--- config.mk ---
export PLATFORM = sky130hd
export DESIGN_NAME = keypad_number_entry
export DESIGN_NICKNAME = d
export VERILOG_FILES = /design/src/rtl/keypad_number_entry.sv
export SDC_FILE = /design/constraint.sdc
export NUM_CORES = 1
export LEC_CHECK = 0
export ABC_CLOCK_PERIOD_IN_PS = 5990
export CAP_MARGIN = 15
export CORE_MARGIN = 5
export CORE_UTILIZATION = 35
export CTS_CLUSTER_DIAMETER = 30
export DETAILED_ROUTE_END_ITERATION = 10
export PLACE_DENSITY_LB_ADDON = 0.08
export SYNTH_ARGS = -nofsm -noshare
export SYNTH_HDL_FRONTEND = slang
export SYNTH_SLANG_ARGS = --single-unit
--- constraint.sdc ---
create_clock -name clk -period 5.99 [get_ports clk]
set_input_delay 0.599 -clock clk [delete_from_list [all_inputs] [get_ports clk]]
set_output_delay 0.599 -clock clk [all_outputs]
set_load 0.02 [all_outputs]
--- src/rtl/keypad_number_entry.sv ---
// Keypad scanner and 3-digit numeric entry.
// Scans a 4x4 active-low matrix one row per scan tick, debounces a single key,
// edits a BCD entry buffer on commit and converts the buffer to binary on ENTER.
module keypad_number_entry #(
   parameter int unsigned SCAN_DIV       = 5000,
   parameter int unsigned DEBOUNCE_TICKS = 4
) (
   input  logic        clk,
   input  logic        reset,
   input  logic        enable,
   input  logic [3:0]  key_col,
   output logic [3:0]  key_row,
   output logic        key_pulse,
   output logic [3:0]  key_code,
   output logic [11:0] entry_bcd,
   output logic [1:0]  digit_count,
   output logic [9:0]  value,
   output logic        value_valid
);

   localparam int unsigned DIV_W = (SCAN_DIV > 1) ? $clog2(SCAN_DIV) : 1;
   localparam int unsigned CNT_W = $clog2(DEBOUNCE_TICKS + 1);

   localparam logic [DIV_W-1:0] DIV_LAST = DIV_W'(SCAN_DIV - 1);
   localparam logic [CNT_W-1:0] CNT_DONE = CNT_W'(DEBOUNCE_TICKS);
   localparam logic [CNT_W-1:0] CNT_ONE  = CNT_W'(1);

   localparam logic [1:0] SCAN     = 2'd0;
   localparam logic [1:0] DEBOUNCE = 2'd1;
   localparam logic [1:0] HELD     = 2'd2;

   localparam logic [3:0] KEY_ENTER = 4'd10;
   localparam logic [3:0] KEY_BACK  = 4'd11;
   localparam logic [3:0] KEY_CLEAR = 4'd12;

   logic [DIV_W-1:0] div_cnt;
   logic [1:0]       row_idx, row_idx_d;
   logic [1:0]       state, state_d;
   logic [CNT_W-1:0] deb_cnt, deb_cnt_d;
   logic [3:0]       col_pat, col_pat_d;
   logic             tick;
   logic             single_low;
   logic             commit;
   logic [1:0]       col_idx;
   logic [3:0]       new_code;
   logic             enter_pend;
   logic [9:0]       bin_value;

   assign tick    = (div_cnt == DIV_LAST);
   assign key_row = ~(4'b0001 << row_idx);

   // Row/column position to key code.
   function automatic logic [3:0] map_key(input logic [1:0] row, input logic [1:0] col);
      logic [3:0] code;
      unique case ({row, col})
         4'b00_00: code = 4'd1;
         4'b00_01: code = 4'd2;
         4'b00_10: code = 4'd3;
         4'b00_11: code = 4'd10;
         4'b01_00: code = 4'd4;
         4'b01_01: code = 4'd5;
         4'b01_10: code = 4'd6;
         4'b01_11: code = 4'd11;
         4'b10_00: code = 4'd7;
         4'b10_01: code = 4'd8;
         4'b10_10: code = 4'd9;
         4'b10_11: code = 4'd12;
         4'b11_00: code = 4'd14;
         4'b11_01: code = 4'd0;
         4'b11_10: code = 4'd15;
         default:  code = 4'd13;
      endcase
      return code;
   endfunction

   // Classify the sampled column pattern: exactly one low column, and which one.
   always_comb begin
      single_low = 1'b1;
      col_idx    = 2'd0;
      case (key_col)
         4'b1110: col_idx = 2'd0;
         4'b1101: col_idx = 2'd1;
         4'b1011: col_idx = 2'd2;
         4'b0111: col_idx = 2'd3;
         default: single_low = 1'b0;
      endcase
   end

   // At commit the live column equals the latched pattern, so decode from key_col.
   assign new_code = map_key(row_idx, col_idx);

   // Scan/debounce FSM next state; everything advances only on a scan tick.
   always_comb begin
      state_d   = state;
      deb_cnt_d = deb_cnt;
      col_pat_d = col_pat;
      row_idx_d = row_idx;
      commit    = 1'b0;
      if (tick) begin
         case (state)
            SCAN: begin
               if (single_low) begin
                  col_pat_d = key_col;
                  if (CNT_ONE >= CNT_DONE) begin
                     commit    = 1'b1;
                     deb_cnt_d = '0;
                     state_d   = HELD;
                  end else begin
                     deb_cnt_d = CNT_ONE;
                     state_d   = DEBOUNCE;
                  end
               end else begin
                  row_idx_d = row_idx + 2'd1;
               end
            end
            DEBOUNCE: begin
               if (key_col == col_pat) begin
                  if (deb_cnt + CNT_ONE >= CNT_DONE) begin
                     commit    = 1'b1;
                     deb_cnt_d = '0;
                     state_d   = HELD;
                  end else begin
                     deb_cnt_d = deb_cnt + CNT_ONE;
                  end
               end else begin
                  deb_cnt_d = '0;
                  state_d   = SCAN;
               end
            end
            HELD: begin
               // Only a run of all-high samples counts as a release.
               if (key_col == 4'hF) begin
                  if (deb_cnt + CNT_ONE >= CNT_DONE) begin
                     deb_cnt_d = '0;
                     state_d   = SCAN;
                  end else begin
                     deb_cnt_d = deb_cnt + CNT_ONE;
                  end
               end else begin
                  deb_cnt_d = '0;
               end
            end
            default: begin
               deb_cnt_d = '0;
               state_d   = SCAN;
            end
         endcase
      end
   end

   // Scan divider and FSM state registers.
   always_ff @(posedge clk) begin
      if (reset) begin
         div_cnt <= '0;
         row_idx <= 2'd0;
         state   <= SCAN;
         deb_cnt <= '0;
         col_pat <= 4'hF;
      end else begin
         div_cnt <= tick ? '0 : div_cnt + DIV_W'(1);
         row_idx <= row_idx_d;
         state   <= state_d;
         deb_cnt <= deb_cnt_d;
         col_pat <= col_pat_d;
      end
   end

   assign bin_value = 10'({6'd0, entry_bcd[11:8]}) * 10'd100
                    + 10'({6'd0, entry_bcd[7:4]}) * 10'd10
                    + 10'({6'd0, entry_bcd[3:0]});

   // Key commit, buffer editing and ENTER conversion (one cycle behind the commit).
   always_ff @(posedge clk) begin
      if (reset) begin
         key_pulse   <= 1'b0;
         key_code    <= 4'd0;
         entry_bcd   <= 12'h000;
         digit_count <= 2'd0;
         enter_pend  <= 1'b0;
         value       <= 10'd0;
         value_valid <= 1'b0;
      end else begin
         key_pulse   <= commit & enable;
         enter_pend  <= 1'b0;
         value_valid <= 1'b0;
         if (commit && enable) begin
            key_code <= new_code;
            if (new_code <= 4'd9) begin
               if (digit_count != 2'd3) begin
                  entry_bcd   <= {entry_bcd[7:0], new_code};
                  digit_count <= digit_count + 2'd1;
               end
            end else if (new_code == KEY_BACK) begin
               if (digit_count != 2'd0) begin
                  entry_bcd   <= {4'h0, entry_bcd[11:4]};
                  digit_count <= digit_count - 2'd1;
               end
            end else if (new_code == KEY_CLEAR) begin
               entry_bcd   <= 12'h000;
               digit_count <= 2'd0;
            end else if (new_code == KEY_ENTER) begin
               enter_pend <= (digit_count != 2'd0);
            end
         end
         if (enter_pend) begin
            value       <= bin_value;
            value_valid <= 1'b1;
            entry_bcd   <= 12'h000;
            digit_count <= 2'd0;
         end
      end
   end

endmodule

# Word-level counts from Yosys, hierarchy flattened
# Memories as Yosys holds them, arrays and structs flattened.
# Index checks and enable logic that the tools add are counted.
[classes]
addsub = 7
mul = 2
div_mod_pow = 0
n_lt_le_gt_ge = 2
n_eq_ne = 19
shifts = 1
n_mux = 28
n_bitwise = 5
n_reduce_logical = 13
[op_table]
columns = ["cell", "n"]
rows = [
  ["$mux W12", 5],
  ["$eq A4 B4 Y1 const B", 7],
  ["$mux W2", 10],
  ["$add A13 B1 Y13 const B", 1],
  ["$eq A13 B13 Y1 const B", 1],
  ["$mux W3", 4],
  ["$pmux W2 S3", 2],
  ["$add A10 B4 Y10", 1],
  ["$add A10 B8 Y10", 1],
  ["$pmux W3 S3", 1],
  ["$mul A4 B5 Y8 const B", 1],
  ["$ne A2 B2 Y1 const B", 4],
  ["$mul A4 B3 Y7 const B", 1],
  ["$mux W1", 6],
  ["$reduce_and A3 Y1", 2],
  ["$reduce_or A6 Y1", 1],
  ["$reduce_and A5 Y1", 1],
  ["$add A2 B1 Y2 const B", 2],
  ["$eq A4 B3 Y1 const B", 1],
  ["$eq A4 B4 Y1", 1],
  ["$le A4 B4 Y1 const B", 1],
  ["$not A4 Y4", 1],
  ["$reduce_and A4 Y1", 1],
  ["$reduce_or A2 Y1", 2],
  ["other kinds (17)", 19],
]
[totals]
regBits = 55
latchBits = 0
ram_bits = 0
rom_bits = 64
in_bits = 7
output_inout_bits = 34
n_memories = 1
[memory_table]
columns = ["memory", "words", "word_bits", "rd", "rd_clocked_by_memory_dff", "write_ports", "line_no", "text"]
rows = [
  ["(no name shown)", 16, 4, 1, 0, 0, "55", "unique case ({row, col})"],
]

# Depth between registers and ports, before layout
# Gate-level depths: netlist of run 1.
[logic_depth]
depth_word = 9
ltp_mapped = 14

# Least setup slack after synthesis of run 1
# Ideal clock, no wire load.
[synth_timing]
kind = "reg2reg"
startpoint = "register entry_bcd[5]"
endpoint = "register value[9]"
arrival_time_ns = 3.147
required_time_ns = 5.873
setup_slack_ns = 2.726
stages_incl_launch_ff = 13
synth_period_minus_slack_ns = 3.264
path_cell_list = "dfxtp_1 > ha_1 > ha_1 > inv_1 > fa_1 > inv_1 > ha_1 > ha_1 > inv_1 > o21ai_0 > a2111oi_0 > or4_1 > a32o_1"
[synth_via]
elab_chain_cells = 3
[synth_rtl]
columns = ["item", "line_no", "text"]
rows = [
  ["start: declaration", "15", "output logic [11:0] entry_bcd,"],
  ["start signal: assignment", "190", "entry_bcd <= {entry_bcd[7:0], new_code};"],
  ["start signal: assignment", "195", "entry_bcd <= {4'h0, entry_bcd[11:4]};"],
  ["$mul A4 B3 Y7", "169", "+ 10'({6'd0, entry_bcd[7:4]}) * 10'd10"],
  ["$add A10 B8 Y10", "169", ""],
  ["$add A10 B4 Y10", "170", "+ 10'({6'd0, entry_bcd[3:0]});"],
  ["end signal: assignment", "206", "value <= bin_value;"],
  ["end: declaration", "17", "output logic [9:0] value,"],
]
# No other way between the ends.
# A chain may end at the register's enable or synchronous reset.

# Worst setup path in the final report of run 1
[layout_timing]
startpoint = "input port key_col[2]"
endpoint = "register entry_bcd[2]"
[layout_via]
elab_chain_cells = 6
[layout_rtl]
columns = ["item", "line_no", "text"]
rows = [
  ["start: declaration", "11", "input logic [3:0] key_col,"],
  ["$eq A4 B3 Y1 (tied with other cells)", "80", "case (key_col)"],
  ["$pmux W2 S3 / $mux W1 (equally long branches)", "80, 117", ""],
  ["$mem_v2 Z16 W4 / $mux W1 (equally long branches)", "n/a", ""],
  ["$le A4 B4 Y1 (tied with other cells)", "188", "if (new_code <= 4'd9) begin"],
  ["$ne A3 B2 Y1 (no line) (tied with other cells)", "n/a", ""],
  ["$reduce_and A4 Y1 (no line) / $mux W12 (equally long branches)", "n/a", ""],
]
# Parallel ways exist; a longest one is shown, timed or not. The select of a mux whose other input is x is not followed.

==> impl_metrics.ini, run 1 <==
[sta]
hold_viol = 0
relSlewSlack_pct = 32.1
rsz0062_at_grt = no
clock_skew_ps = 4.96
fin_tns_setup_ps = 0
finalSetupViolCount = 0
period_needed_ps = 3840
max_freq_mhz = 260
finalCritPeriodShare_pct = 64.2
final_max_slew_viol_count = 0
setup_ws_ps = 2150
worstMarginPinSlew_ps = 1010

[setup_path]
start_kind = input port
worstPathArrival_ps = 4090
crit_path_end_kind = flop
startpoint = key_col[2]
max_stage_delay_ps = 760
worstSetupPathType = in -> reg
crit_path_cell_trace = clkdlybuf4s50_1 -> xor2_2 -> nand3_1 -> ha_1 -> nor2_1 -> a211oi_2 -> o21ai_0 -> o2111a_1 -> o221a_1 -> mux2i_1
worstPathRequired_ps = 6230
regToRegStartpoint = entry_bcd[5]
crit_slowest_cell = clkdlybuf4s50_1
worstPathMaxFanout = 14

[yosys]
syn_inst = 412
ys_seq_area_share_pct = 30.7
syn-num-nets = 460
synth-edff-count = 0
syn_area_mm2 = 0.00359
syn_area_per_cell_um2 = 8.71
synth_cell_types = 64
synth_seq_cells = 55
yosys_warnings = 0
async_flop_share_pct = 0
synth_top_flop_cell = dfxtp_1

[routing]
viasPerCell = 4.97
ant_nets = 0
vias = 2873
dr.pass1.iters = 4
drt_wl_total_mm = 8.31
wl_per_cell_um = 14.4
drt_iter0_drc = 99
drcViolationCount = 0

[final_layout]
multi_input_area_mm2 = 0.00221
diodes = 0
nFillCells = 1055
nNetsFinal = 489
layout_common_cells = dfxtp_1, inv_1, clkdlybuf4s50_1
fin_cells = 578
regArea_mm2 = 0.00110
syn2layout_area_growth_pct = 16.0
drive_gt1_share_pct = 5.20
layout_commonest_cell = dfxtp_1

[floorplanning]
initial_core_util_pct = 35.2
core_area_mm2 = 0.0102
core.rowCount = 37
io_pins = 41
dieArea_mm2 = 0.0124
fp.dieH_um = 111
die_w_um = 111

[power]
p_int_uw = 517
pwr-share-comb_pct = 6.3
vdd_drop_max_uv = 121
clockPowerShare_pct = 38.8
power_leakage_uw = 0.00169
switching_share_pct = 22.9
switchingPower_uw = 153
power_density_mw_per_mm2 = 161
seqPwrFrac_pct = 55.0

[clocking]
post_cts_buffers = 0
postCtsHoldBufs = 0
cts-resized-gates = 0
cts_sinks = 55
cts_tree = done
cts.clk_slew.worst_paths_ps = 100
htreeDepth = 2
cts_buffers = 5
cts-root-buf = clkbuf_8
clkLatencyLatePin_ps = 310
clockBufferDepth = 2

[grt]
antenna_found_initial = 0
grt_usage_pct = 13.8
grt_pass1_vias = 2812
grt_max_degree = 32
grt.overflow.total = 0
grt_pass1_wl_mm = 14.1

[min_path]
holdCritPathClass = reg -> reg
hp-start = div_cnt[0]

[placement]
pre_cts_ws_ps = 1770
dp.cells = 570
globalplace.congestion = 0.797
io_buffers = 40
hpwl_mm = 6.13

[status]
outcome = finished clean

[flow_run]
maxCapViolCount = 0
stage by stage:
step           instance area [um2]  hold WS [ps]  utilization, %  total power (uW)
6_report                      4170           455            40.9               670
3_5_place_dp                  4050           441            39.7               419
5_1_grt                       4170           508            40.9               700
4_1_cts                       4170           461            40.9               684
2_1_floorplan                 3590           413               -               408
3_3_place_gp                  4050           433            39.7               419
cells in the mapped netlist (3+ instances only):
master	n	area, um2
ha_1	36	450
nor2_1	35	131
nor3b_1	5	37.5
xnor2_1	14	123
mux2i_1	23	230
inv_1	41	154
a21oi_1	15	75.1
nor3_1	5	25.0
nand3_1	20	100
a21boi_0	5	37.5
o21ai_0	12	60.1
a32o_1	3	30.0
nand2b_1	5	31.3
fa_1	5	100
dfxtp_1	55	1100
buf_4	3	22.5
buf_2	4	20.0
clkbuf_1	9	33.8
xor2_1	8	70.1
nor2b_1	5	31.3
nand2_1	38	143
buf_6	3	33.8
o211ai_1	5	37.5
and3_1	8	50.1
cell type report:
type,count,area share [%]
Multi-Input combinational cell,296,53.0
Sequential cell,55,26.4
Timing Repair Buffer,42,9.97
Tap cell,136,4.09
Inverter,41,3.69
Clock buffer,6,1.98
Clock inverter,2,0.841
layer usage:
metal	track usage (%)	part of all wire (%)	up-vias
met3	3.38	3.6	8
met5	0	0	-
met2	22.6	46	41
li1	-	-	1476
met4	3.00	0.96	0
met1	18.3	50	1348
power groups by stage:
stage	logic, uW	registers [uW]	clock network, uW
final	42.1	368	260
after global routing	47.4	369	284
after CTS	42.5	369	273
after detailed placement	42.2	377	0
after global placement	41.6	377	0
after floorplan	31.1	377	0
worst max-delay path: cells and delay by family:
kind	cells	cell delay, ps
compound gates	4	1610
xor+xnor	1	220
mux	1	260
buf+inv	1	760
simple gates	2	350
fa+ha+maj	1	260
kinds of logic after synthesis:
kind of cell,after synthesis,synth area share [%]
AOI/OAI and AO/OA,72,14.9
xor gates and xnor gates,24,6.27
adders and majority gates,41,15.3
buffers and inverters,61,7.91
DFF,55,30.7
muxes,23,6.41
and+or+nand+nor,136,18.5
sequential cells by signal (all words and copies together) (netlist names):
signal,flops
col_pat,4
entry_bcd,12
div_cnt,13
value_valid,1
row_idx,2
state,2
enter_pend,1
value,10
digit_count,2
deb_cnt,3
key_pulse,1
key_code,4
worst paths after layout:
| check | cells past startpoint | slack (ps) | to |
|---|---|---|---|
| max | 10 | 2150 | entry_bcd[2] |
| min | 1 | 450 | div_cnt[0] |
| max reg2reg | 12 | 2520 | value[9] |
| min reg2reg | 1 | 450 | div_cnt[0] |
Note: power is estimated with default switching activity, not from simulation.
==> run 2, diff against run 1 <==
--- a/config.mk
+++ b/config.mk
@@ -5,7 +5,7 @@
 export SDC_FILE = /design/constraint.sdc
 export NUM_CORES = 1
 export LEC_CHECK = 0
-export ABC_CLOCK_PERIOD_IN_PS = 5990
+export ABC_CLOCK_PERIOD_IN_PS = 3350
 export CAP_MARGIN = 15
 export CORE_MARGIN = 5
 export CORE_UTILIZATION = 35
==> constraint.sdc (replaced) <==
create_clock -name clk -period 3.35 [get_ports clk]
set_input_delay 0.335 -clock clk [delete_from_list [all_inputs] [get_ports clk]]
set_output_delay 0.335 -clock clk [all_outputs]
set_load 0.02 [all_outputs]
==> run 2 against run 1 <==
  * Clock-buffer cell count shrank 1
  * Register-to-register slack got worse by 2400 ps
  * Routed wire length is 3.9% higher
  * Die area unchanged
  * Hold slack better by 6.2 ps
  * Design area increased by 3.7%
  * Largest power group unchanged
  * Non-clock buffer count rose by 19
  * Combinational power increased by 100%
  * Core utilization increased by 1.5 points
  * Highest routed layer unchanged
  * Via count up 1.9%
  * Sequential share of layout area fell by 0.94 points
==> impl_metrics.ini, run 2 (synthesis results as in run 1) <==
[sta]
fin_tns_setup_ps = 0
hold_viol = 0
relSlewSlack_pct = 59.1
rsz0062_at_grt = no
setup_ws_ps = 160
finalCritPeriodShare_pct = 95.2
worstMarginPinSlew_ps = 611
clock_skew_ps = 15.8
max_freq_mhz = 313
final_max_slew_viol_count = 0
period_needed_ps = 3190
finalSetupViolCount = 0

[setup_path]
crit_slowest_cell = or4_1
critPathBufInv = 3
crit_family = adder cells
max_stage_delay_ps = 520
crit_path_end_kind = flop
worstPathMaxFanout = 3
worstSetupPathType = reg -> reg
start_kind = flop
crit_path_cell_trace = ha_1 -> ha_1 -> inv_1 -> fa_1 -> inv_1 -> ha_1 -> ha_1 -> inv_1 -> o21ai_0 -> a2111oi_1 -> or4_1 -> a32o_1
crit_path_frequent_cell = ha_1
worstPathRequired_ps = 3550
ff2ff_setup_slack_ps = 160
worstPathArrival_ps = 3390

[min_path]
holdCritPathClass = reg -> reg

[clocking]
cts_tree = done
clkLatencyLatePin_ps = 310
clockBufferDepth = 2
cts-root-buf = clkbuf_8
htreeDepth = 2
post_cts_buffers = 0
cts_sinks = 55
cts-resized-gates = 0
postCtsHoldBufs = 0
cts.clk_slew.worst_paths_ps = 110
cts_buffers = 5

[floorplanning]
initial_core_util_pct = 35.2
fp.dieH_um = 111
io_pins = 41
core_area_mm2 = 0.0102
die_w_um = 111
core.rowCount = 37
dieArea_mm2 = 0.0124

[status]
outcome = finished clean

[grt]
busiest_layer = met2
met1_usage_pct = 19.1
grt_pass1_wl_mm = 14.7
use_met2_pct = 24.3
grt_usage_pct = 14.3
grt.overflow.total = 0
use_met3_pct = 2.46
grt_pass1_vias = 2907
grt_max_degree = 32
antenna_found_initial = 0

[final_layout]
layout_common_cells = dfxtp_1, inv_1, clkdlybuf4s50_1
syn2layout_area_growth_pct = 20.3
largest_reg_flops = 13
layout_commonest_cell = dfxtp_1
nNetsFinal = 508
drive_gt1_share_pct = 9.11
reg.largest.list = div_cnt x13, entry_bcd x12, value x10
max_flop_register = div_cnt
diodes = 0

[power]
power_uw = 1210
vdd_drop_max_uv = 153
seqPwrFrac_pct = 54.4
switching_share_pct = 24.5
power_leakage_uw = 0.00178
power_density_mw_per_mm2 = 281
switchingPower_uw = 298
p_int_uw = 915
pwr-share-comb_pct = 7.0
clockPowerShare_pct = 38.6

[routing]
drcViolationCount = 0
vias = 2928
drt_iter0_drc = 72
drt_wl_total_mm = 8.63
ant_nets = 0
dr.pass1.iters = 5
wl_per_cell_um = 14.5
viasPerCell = 4.90

[placement]
pre_cts_ws_ps = 36.2
globalplace.congestion = 0.865
hpwl_mm = 6.51
io_buffers = 40

[flow_run]
maxCapViolCount = 0
==> run 2: stage by stage <==
step	util, %	cell area [um2]	hold WS, ps	instances
floorplan	-	3590	413	412
global route	42.4	4320	483	597
finish	42.4	4320	461	597
global placement	41.3	4200	429	589
detailed placement	41.3	4200	442	589
CTS	42.4	4320	466	597
==> run 2: power by group through the flow <==
| stage | Combinational [uW] | Clock [uW] | Sequential [uW] |
|---|---|---|---|
| detailed placement | 84.9 | 0 | 674 |
| CTS | 86.1 | 486 | 659 |
| global route | 95.1 | 510 | 660 |
| floorplan | 55.5 | 0 | 673 |
| finish | 85.1 | 469 | 659 |
| global placement | 84.5 | 0 | 674 |
==> run 2: worst paths after layout <==
kind	depth (start not counted)	from	to
setup / recovery	12	entry_bcd[5]	value[9]
hold / removal	2	key_code[1]	key_code[1]
setup reg to reg	12	entry_bcd[5]	value[9]
hold reg to reg	2	key_code[1]	key_code[1]
==> run 2: final cells by class <==
type	count	area [um2]
Clock buffer	5	68.8
Clock inverter	3	46.3
Fill cell	1055	5870
Inverter	41	154
Multi-Input combinational cell	296	2210
Sequential cell	55	1100
Tap cell	136	170
Timing Repair Buffer	61	571
==> run 2: metal layers <==
metal | share of wire [%] | up-vias
li1 | - | 1519
met1 | 50 | 1372
met2 | 47 | 35
met3 | 2.5 | 2
met4 | 0.49 | 0
met5 | 0 | -
==> run 2: worst register-to-register path, cell delays in order, from the launching register on <==
cell and delay [ps]:
dfxtp_1 320, ha_1 280, ha_1 150, inv_1 50
fa_1 470, inv_1 40, ha_1 260, ha_1 330
inv_1 50, o21ai_0 220, a2111oi_1 140, or4_1 520
a32o_1 250
==> run 3, diff against run 2 <==
--- a/config.mk
+++ b/config.mk
@@ -6,7 +6,6 @@
 export NUM_CORES = 1
 export LEC_CHECK = 0
 export ABC_CLOCK_PERIOD_IN_PS = 3350
-export CAP_MARGIN = 15
 export CORE_MARGIN = 5
 export CORE_UTILIZATION = 35
 export CTS_CLUSTER_DIAMETER = 30
==> results of run 3 <==
Same layout as run 2: the final DEF is identical, and so are final timing and power.
